===== config.mk =====
export PLATFORM = sky130hd
export DESIGN_NAME = alu_mc_flat
export DESIGN_NICKNAME = d
export VERILOG_FILES = /design/src/rtl/alu_mc_if.sv /design/src/rtl/alu_mc.sv /design/src/flat_wrapper.sv
export SDC_FILE = /design/constraint.sdc
export NUM_CORES = 1
export LEC_CHECK = 0
export ABC_AREA = 0
export CAP_MARGIN = 20
export CORE_MARGIN = 2
export CORE_UTILIZATION = 55
export DETAILED_ROUTE_END_ITERATION = 10
export PLACE_DENSITY = 0.76
export SYNTH_ARGS = -nofsm -noshare
export SYNTH_HDL_FRONTEND = slang
export SYNTH_SLANG_ARGS = --single-unit

===== constraint.sdc =====
create_clock -name clk -period 7.42 [get_ports clk]
set_clock_uncertainty 0.15 [all_clocks]
set_input_delay 1.484 -clock clk [delete_from_list [all_inputs] [get_ports clk]]
set_output_delay 1.484 -clock clk [all_outputs]
set_load 0.005 [all_outputs]

===== src/rtl/alu_mc_if.sv =====
// alu_mc_if: request/response handshake bundle between decode, the ALU and writeback.
interface alu_mc_if #(
   parameter int WIDTH = 32
);
   logic             in_valid;
   logic             in_ready;
   logic [3:0]       sel;
   logic [WIDTH-1:0] data_a;
   logic [WIDTH-1:0] data_b;
   logic             out_valid;
   logic             out_ready;
   logic [WIDTH-1:0] data_out;
   logic             zero;
   logic             overflow;
   logic             carry;
   modport master (
      output in_valid, sel, data_a, data_b, out_ready,
      input  in_ready, out_valid, data_out, zero, overflow, carry
   );
   modport slave (
      input  in_valid, sel, data_a, data_b, out_ready,
      output in_ready, out_valid, data_out, zero, overflow, carry
   );
endinterface


===== src/rtl/alu_mc.sv =====
// alu_mc: multi-cycle ALU; single-cycle arith/logic, bit-serial shifts and shift-add multiply.
module alu_mc #(
   parameter int WIDTH = 32,
   parameter int SHW   = $clog2(WIDTH)
) (
   input logic   clk,
   input logic   rst,
   alu_mc_if.slave bus
);
   typedef enum logic [1:0] {IDLE, CALC, DONE} state_e;
   state_e           state_q, state_d;
   logic [3:0]       op_q, op_d;
   logic [WIDTH-1:0] a_q, a_d, b_q, b_d, acc_q, acc_d, res_q, res_d;
   logic             zero_q, zero_d, ovf_q, ovf_d, carry_q, carry_d;
   logic [SHW:0]     cnt_q, cnt_d;
   logic             sub, arith, is_shift, is_mul, cout, ovf;
   logic [WIDTH-1:0] bx, sum, alu_res, shift_nxt, acc_nxt, calc_res;
   logic [SHW-1:0]   sh;
   assign sub      = bus.sel inside {4'd1, 4'd6, 4'd7, 4'd8};
   assign arith    = sub || bus.sel == 4'd0;
   assign is_shift = bus.sel inside {4'd9, 4'd10, 4'd11};
   assign is_mul   = bus.sel == 4'd12;
   assign sh       = bus.data_b[SHW-1:0];
   assign bx       = bus.data_b ^ {WIDTH{sub}};
   assign {cout, sum} = {1'b0, bus.data_a} + {1'b0, bx} + {{WIDTH{1'b0}}, sub};
   assign ovf      = (bus.data_a[WIDTH-1] == bx[WIDTH-1]) && (sum[WIDTH-1] != bus.data_a[WIDTH-1]);
   always_comb begin
      alu_res = '0;
      case (bus.sel)
         4'd0, 4'd1:        alu_res = sum;
         4'd2:              alu_res = ~bus.data_a;
         4'd3:              alu_res = bus.data_a & bus.data_b;
         4'd4:              alu_res = bus.data_a | bus.data_b;
         4'd5:              alu_res = bus.data_a ^ bus.data_b;
         4'd6:              alu_res = WIDTH'(ovf ^ sum[WIDTH-1]);
         4'd7:              alu_res = WIDTH'(sum == '0);
         4'd8:              alu_res = WIDTH'(!cout);
         4'd9, 4'd10, 4'd11: alu_res = bus.data_a;
         default:           alu_res = '0;
      endcase
   end
   // a_q is the shifting operand for shifts and the multiplicand for MUL
   assign shift_nxt = op_q == 4'd9 ? a_q << 1 : {op_q == 4'd11 && a_q[WIDTH-1], a_q[WIDTH-1:1]};
   assign acc_nxt   = acc_q + (b_q[0] ? a_q : '0);
   assign calc_res  = op_q == 4'd12 ? acc_nxt : shift_nxt;
   always_comb begin
      state_d = state_q;
      op_d    = op_q;
      a_d     = a_q;
      b_d     = b_q;
      acc_d   = acc_q;
      res_d   = res_q;
      zero_d  = zero_q;
      ovf_d   = ovf_q;
      carry_d = carry_q;
      cnt_d   = cnt_q;
      case (state_q)
         IDLE: if (bus.in_valid && bus.in_ready) begin
            op_d  = bus.sel;
            a_d   = bus.data_a;
            b_d   = bus.data_b;
            acc_d = '0;
            if (is_mul || (is_shift && sh != '0)) begin
               state_d = CALC;
               cnt_d   = is_mul ? (SHW+1)'(WIDTH) : {1'b0, sh};
            end else begin
               state_d = DONE;
               res_d   = alu_res;
               zero_d  = arith ? sum == '0 : alu_res == '0;
               ovf_d   = arith && ovf;
               carry_d = arith && cout;
            end
         end
         CALC: begin
            a_d   = op_q == 4'd12 ? a_q << 1 : shift_nxt;
            b_d   = b_q >> 1;
            acc_d = acc_nxt;
            cnt_d = cnt_q - (SHW+1)'(1);
            if (cnt_q == (SHW+1)'(1)) begin
               state_d = DONE;
               res_d   = calc_res;
               zero_d  = calc_res == '0;
               ovf_d   = 1'b0;
               carry_d = 1'b0;
            end
         end
         DONE: state_d = bus.out_ready ? IDLE : DONE;
         default: state_d = IDLE;
      endcase
   end
   always_ff @(posedge clk) begin
      if (rst) begin
         state_q <= IDLE;
         op_q    <= '0;
         a_q     <= '0;
         b_q     <= '0;
         acc_q   <= '0;
         res_q   <= '0;
         zero_q  <= 1'b0;
         ovf_q   <= 1'b0;
         carry_q <= 1'b0;
         cnt_q   <= '0;
      end else begin
         state_q <= state_d;
         op_q    <= op_d;
         a_q     <= a_d;
         b_q     <= b_d;
         acc_q   <= acc_d;
         res_q   <= res_d;
         zero_q  <= zero_d;
         ovf_q   <= ovf_d;
         carry_q <= carry_d;
         cnt_q   <= cnt_d;
      end
   end
   assign bus.in_ready  = state_q == IDLE && !rst;
   assign bus.out_valid = state_q == DONE;
   assign bus.data_out  = res_q;
   assign bus.zero      = zero_q;
   assign bus.overflow  = ovf_q;
   assign bus.carry     = carry_q;
endmodule

===== src/flat_wrapper.sv =====
// flat-port wrapper written by rule: the top's interface ports become plain ports
module alu_mc_flat 
#(
   parameter int WIDTH = 32,
   parameter int SHW   = $clog2(WIDTH)
)
  (clk, rst, bus_in_valid, bus_sel, bus_data_a, bus_data_b, bus_out_ready, bus_in_ready, bus_out_valid, bus_data_out, bus_zero, bus_overflow, bus_carry);
  alu_mc_if #(.WIDTH(WIDTH)) bus_i ();
  input logic clk;
  input logic rst;
  input wire logic [$bits(bus_i.in_valid)-1:0] bus_in_valid;
  input wire logic [$bits(bus_i.sel)-1:0] bus_sel;
  input wire logic [$bits(bus_i.data_a)-1:0] bus_data_a;
  input wire logic [$bits(bus_i.data_b)-1:0] bus_data_b;
  input wire logic [$bits(bus_i.out_ready)-1:0] bus_out_ready;
  output wire logic [$bits(bus_i.in_ready)-1:0] bus_in_ready;
  output wire logic [$bits(bus_i.out_valid)-1:0] bus_out_valid;
  output wire logic [$bits(bus_i.data_out)-1:0] bus_data_out;
  output wire logic [$bits(bus_i.zero)-1:0] bus_zero;
  output wire logic [$bits(bus_i.overflow)-1:0] bus_overflow;
  output wire logic [$bits(bus_i.carry)-1:0] bus_carry;
  assign bus_i.in_valid = bus_in_valid;
  assign bus_i.sel = bus_sel;
  assign bus_i.data_a = bus_data_a;
  assign bus_i.data_b = bus_data_b;
  assign bus_i.out_ready = bus_out_ready;
  assign bus_in_ready = bus_i.in_ready;
  assign bus_out_valid = bus_i.out_valid;
  assign bus_data_out = bus_i.data_out;
  assign bus_zero = bus_i.zero;
  assign bus_overflow = bus_i.overflow;
  assign bus_carry = bus_i.carry;
  alu_mc #(.WIDTH(WIDTH), .SHW(SHW)) u_core (.clk(clk), .rst(rst), .bus(bus_i));
endmodule

==> flow_metrics.env, run 1 <==
export IMPL_rrSetupSlack_ns=2.35
export IMPL_grt_pass1_wl_um=82300
export IMPL_crit_fanout=15
export IMPL_cts_sinks=143
export IMPL_route_detailed_drc=0
export IMPL_clk_latency_ns=0.44
export IMPL_crit_chain="clkdlybuf4s50_1 > nor4b_2 > nor3_2 > buf_4 > xnor2_1 > fa_1 > a21o_1 > a221o_1 > a2111oi_2 > a21oi_1 > a211oi_1 > o21ai_0 > a2111oi_0 > nand3_1 > nor4_1 > a31oi_1 > a211oi_1"
export IMPL_p_per_area_nw_per_um2=167
export IMPL_firstDrtPassIters=6
export IMPL_hpwl_um=39400
export IMPL_cp_required_ns=7.61
export IMPL_cts_resized=0
export IMPL_holdPathStages=2
export IMPL_synth_cell_types=89
export IMPL_cpMaxStageDelayCell="nor4b_2"
export IMPL_power_leakage_uw=0.00641
export IMPL_setup_slack_ns=0.652
export IMPL_r2r_end="u_core.bus.zero"
export IMPL_nFillCells=2376
export IMPL_synth_top_area_share_pct=19.8
export IMPL_dieHeight_um=166
export IMPL_slowest_delay_ns=0.73
export IMPL_postRouteAntennaNets=0
export IMPL_drt_wirelength_per_cell_um=22.7
export IMPL_syn_area_per_cell_um2=7.16
export IMPL_reg2reg_from="u_core.b_q[0]"
export IMPL_synth_seq_cells=143
export IMPL_finalSetupTns_ns=0
export IMPL_route_vias_total=15804
export IMPL_port_buffers=108
export IMPL_hold_end="u_core.bus.data_out[14]"
export IMPL_pre_cts_slack_ns=0.337
export IMPL_slew_headroom_pct=18.8
export IMPL_min_path_type="flip-flop to flip-flop"
export IMPL_period_minus_slack_ns=6.77
export IMPL_synth_main_ff_cell="dfxtp_1"
export IMPL_yosysSeqAreaShare_pct=19.8
export IMPL_antenna_found_initial=0
export IMPL_layout_area_seq_um2=2860
export IMPL_final_layout_size_suffix_gt1_share_pct=5.16
export IMPL_outcome="finished, final reports clean"
export IMPL_grtUsageTotal_pct=37.3
export IMPL_syn_num_nets=2218
export IMPL_rows=59
export IMPL_final_hold_violation_count=0
export IMPL_grt_setup_unrepaired="no"
export IMPL_crit_type="primary input to flip-flop"
export IMPL_max_freq_mhz=148
export IMPL_synth_async_reset_ratio_pct=0
export IMPL_antenna_cells=0
export IMPL_ctsHtreeMaxLevel=4
export IMPL_hold_path_startpoint="u_core.bus.data_out[14]"
export IMPL_layout_nets=2227
export IMPL_finalSetupViolations=0
export IMPL_root_buffer="clkbuf_16"
export IMPL_pin_count=109
export IMPL_synth_top_cell_by_area="dfxtp_1"
export IMPL_grt_start_max_net_pins=109
export IMPL_ir_worst_vdd_mv=0.133
export IMPL_synth_area_top_cells="dfxtp_1 20%, ha_1 11%, nand2_1 6.5%, a21oi_1 6.1%, nor2_1 4.9%"
export IMPL_slew_viol_final=0
export IMPL_clock_path_buffers=2
export IMPL_vias_per_cell=6.67
export IMPL_post_cts_buffers=0
export IMPL_timing_critical_path_to_type="flip-flop"
export IMPL_worstRegToRegCells=13
export IMPL_dieArea_um2=27500
export IMPL_start_kind="primary input"
export IMPL_synth_edf_count=0
export IMPL_initial_core_util_pct=55.7
export IMPL_drtIter0Drc=1856
export IMPL_cts_hold_buf=0
export IMPL_grt_overflow=0
export IMPL_grt_pass1_vias=14133
export IMPL_cts_tree="done"
export IMPL_cp_data_arrival_time_ns=6.96
export IMPL_synth_cells=2014
export IMPL_maxCapViolCount=0
export IMPL_synth_warnings=0
export IMPL_syn_to_final_growth_pct=12.8
export IMPL_multi_input_area_um2=10700
export IMPL_numCtsBuffers=17
export IMPL_dieWidth_um=166
export IMPL_synth_area_um2=14400
export IMPL_gp_congestion=1.00
export IMPL_routed_wl_um=53900
export IMPL_path_clk_slew_ns=0.07
export IMPL_worst_slew_pin_slew_ns=1.21
export IMPL_period_share_pct=91.2
export IMPL_coreArea_um2=25900
export IMPL_cpMostUsedCell="a211oi_1"
layout make-up:
type | count | area share (%)
inverters | 88 | 2.03
well taps | 335 | 2.58
clock buffers | 19 | 2.72
flip-flops and latches | 143 | 17.6
repair buffers | 139 | 8.13
multi-input cells | 1634 | 66.0
clock inverters | 13 | 0.930
synth_stat cells (48+ instances only):
cell type,instances
a21oi_1,177
dfxtp_1,143
nor2b_1,48
a211oi_1,69
nand2_1,248
ha_1,130
nand3_1,49
xnor2_1,63
nor2_1,188
clkbuf_1,127
o21ai_0,93
nor3_1,49
inv_1,87
critical path, delay by kind of cell:
family                     cells  cell delay [ns]
AOI/OAI and AO/OA              9             2.70
and+or+nand+nor                4             1.26
buffers and inverters          2             0.92
adders and majority gates      1             0.42
xor gates and xnor gates       1             0.17
how the worst max path moves through the flow:
stage,startpoint,endpoint,slack (ns),cells after the start
after detailed placement,bus_sel[1],u_core.bus.zero,0.34,17
after floorplan,bus_sel[1],u_core.bus.data_out[0],1.29,18
after global placement,bus_sel[2],u_core.bus.zero,0.42,17
final,bus_sel[2],u_core.bus.zero,0.65,17
after global routing,bus_sel[1],u_core.bus.zero,0.36,17
after CTS,bus_sel[1],u_core.bus.zero,0.77,17
layer usage:
layer  track usage (%)  wire (um)
met4              11.5       1640
met5                 0          0
met1              52.9      23500
met2              58.5      24000
met3              5.70       4760
cells in the final DEF (no fill, tap or decap), types with 49 or more instances in the layout:
cell type / synthesis / routed
ha_1: 130 / 130
clkdlybuf4s50_1: 0 / 107
dfxtp_1: 143 / 143
nand3_1: 49 / 49
a21oi_1: 177 / 177
a211oi_1: 69 / 69
nand2_1: 248 / 247
o21ai_0: 93 / 93
xnor2_1: 63 / 63
inv_1: 87 / 87
nor2_1: 188 / 186
report_power, final:
group	internal (uW)	total (uW)	switching, uW
Clock	513	934	422
Combinational	344	932	589
Sequential	807	856	49.0
state kept, by name, indices dropped and copies added, names as in the netlist:
signal / count
u_core.acc_q: 32
u_core.bus.data_out: 32
u_core.op_q: 4
u_core.bus.overflow: 1
u_core.state_q: 2
u_core.cnt_q: 6
u_core.a_q: 32
u_core.bus.zero: 1
u_core.b_q: 32
u_core.bus.carry: 1
metrics by stage:
stage | utilization, % | instances | instance area, um^2 | hold WS [ns] | power (uW)
2_1_floorplan | - | 2014 | 14400 | 0.287 | 1440
3_3_place_gp | 60.4 | 2338 | 15700 | 0.288 | 1760
3_5_place_dp | 60.5 | 2339 | 15700 | 0.299 | 1770
4_1_cts | 62.8 | 2371 | 16300 | 0.308 | 2690
5_1_grt | 62.8 | 2371 | 16300 | 0.326 | 2820
6_report | 62.8 | 2371 | 16300 | 0.305 | 2720
kinds of logic after synthesis:
| family | Yosys count | synth area share (%) |
|---|---|---|
| buffers and inverters | 237 | 6.26 |
| and+or+nand+nor | 738 | 24.4 |
| adders and majority gates | 132 | 11.5 |
| muxes | 37 | 2.61 |
| DFF | 143 | 19.8 |
| AOI/OAI and AO/OA | 646 | 30.4 |
| xor gates and xnor gates | 81 | 4.92 |
(Power assumes the default switching activity.)
==> run 2: changes to the inputs <==
- CTS_CLUSTER_DIAMETER: not set -> 120
==> results of run 2 <==
The final DEF is identical to that of run 1; final timing and power are the same.
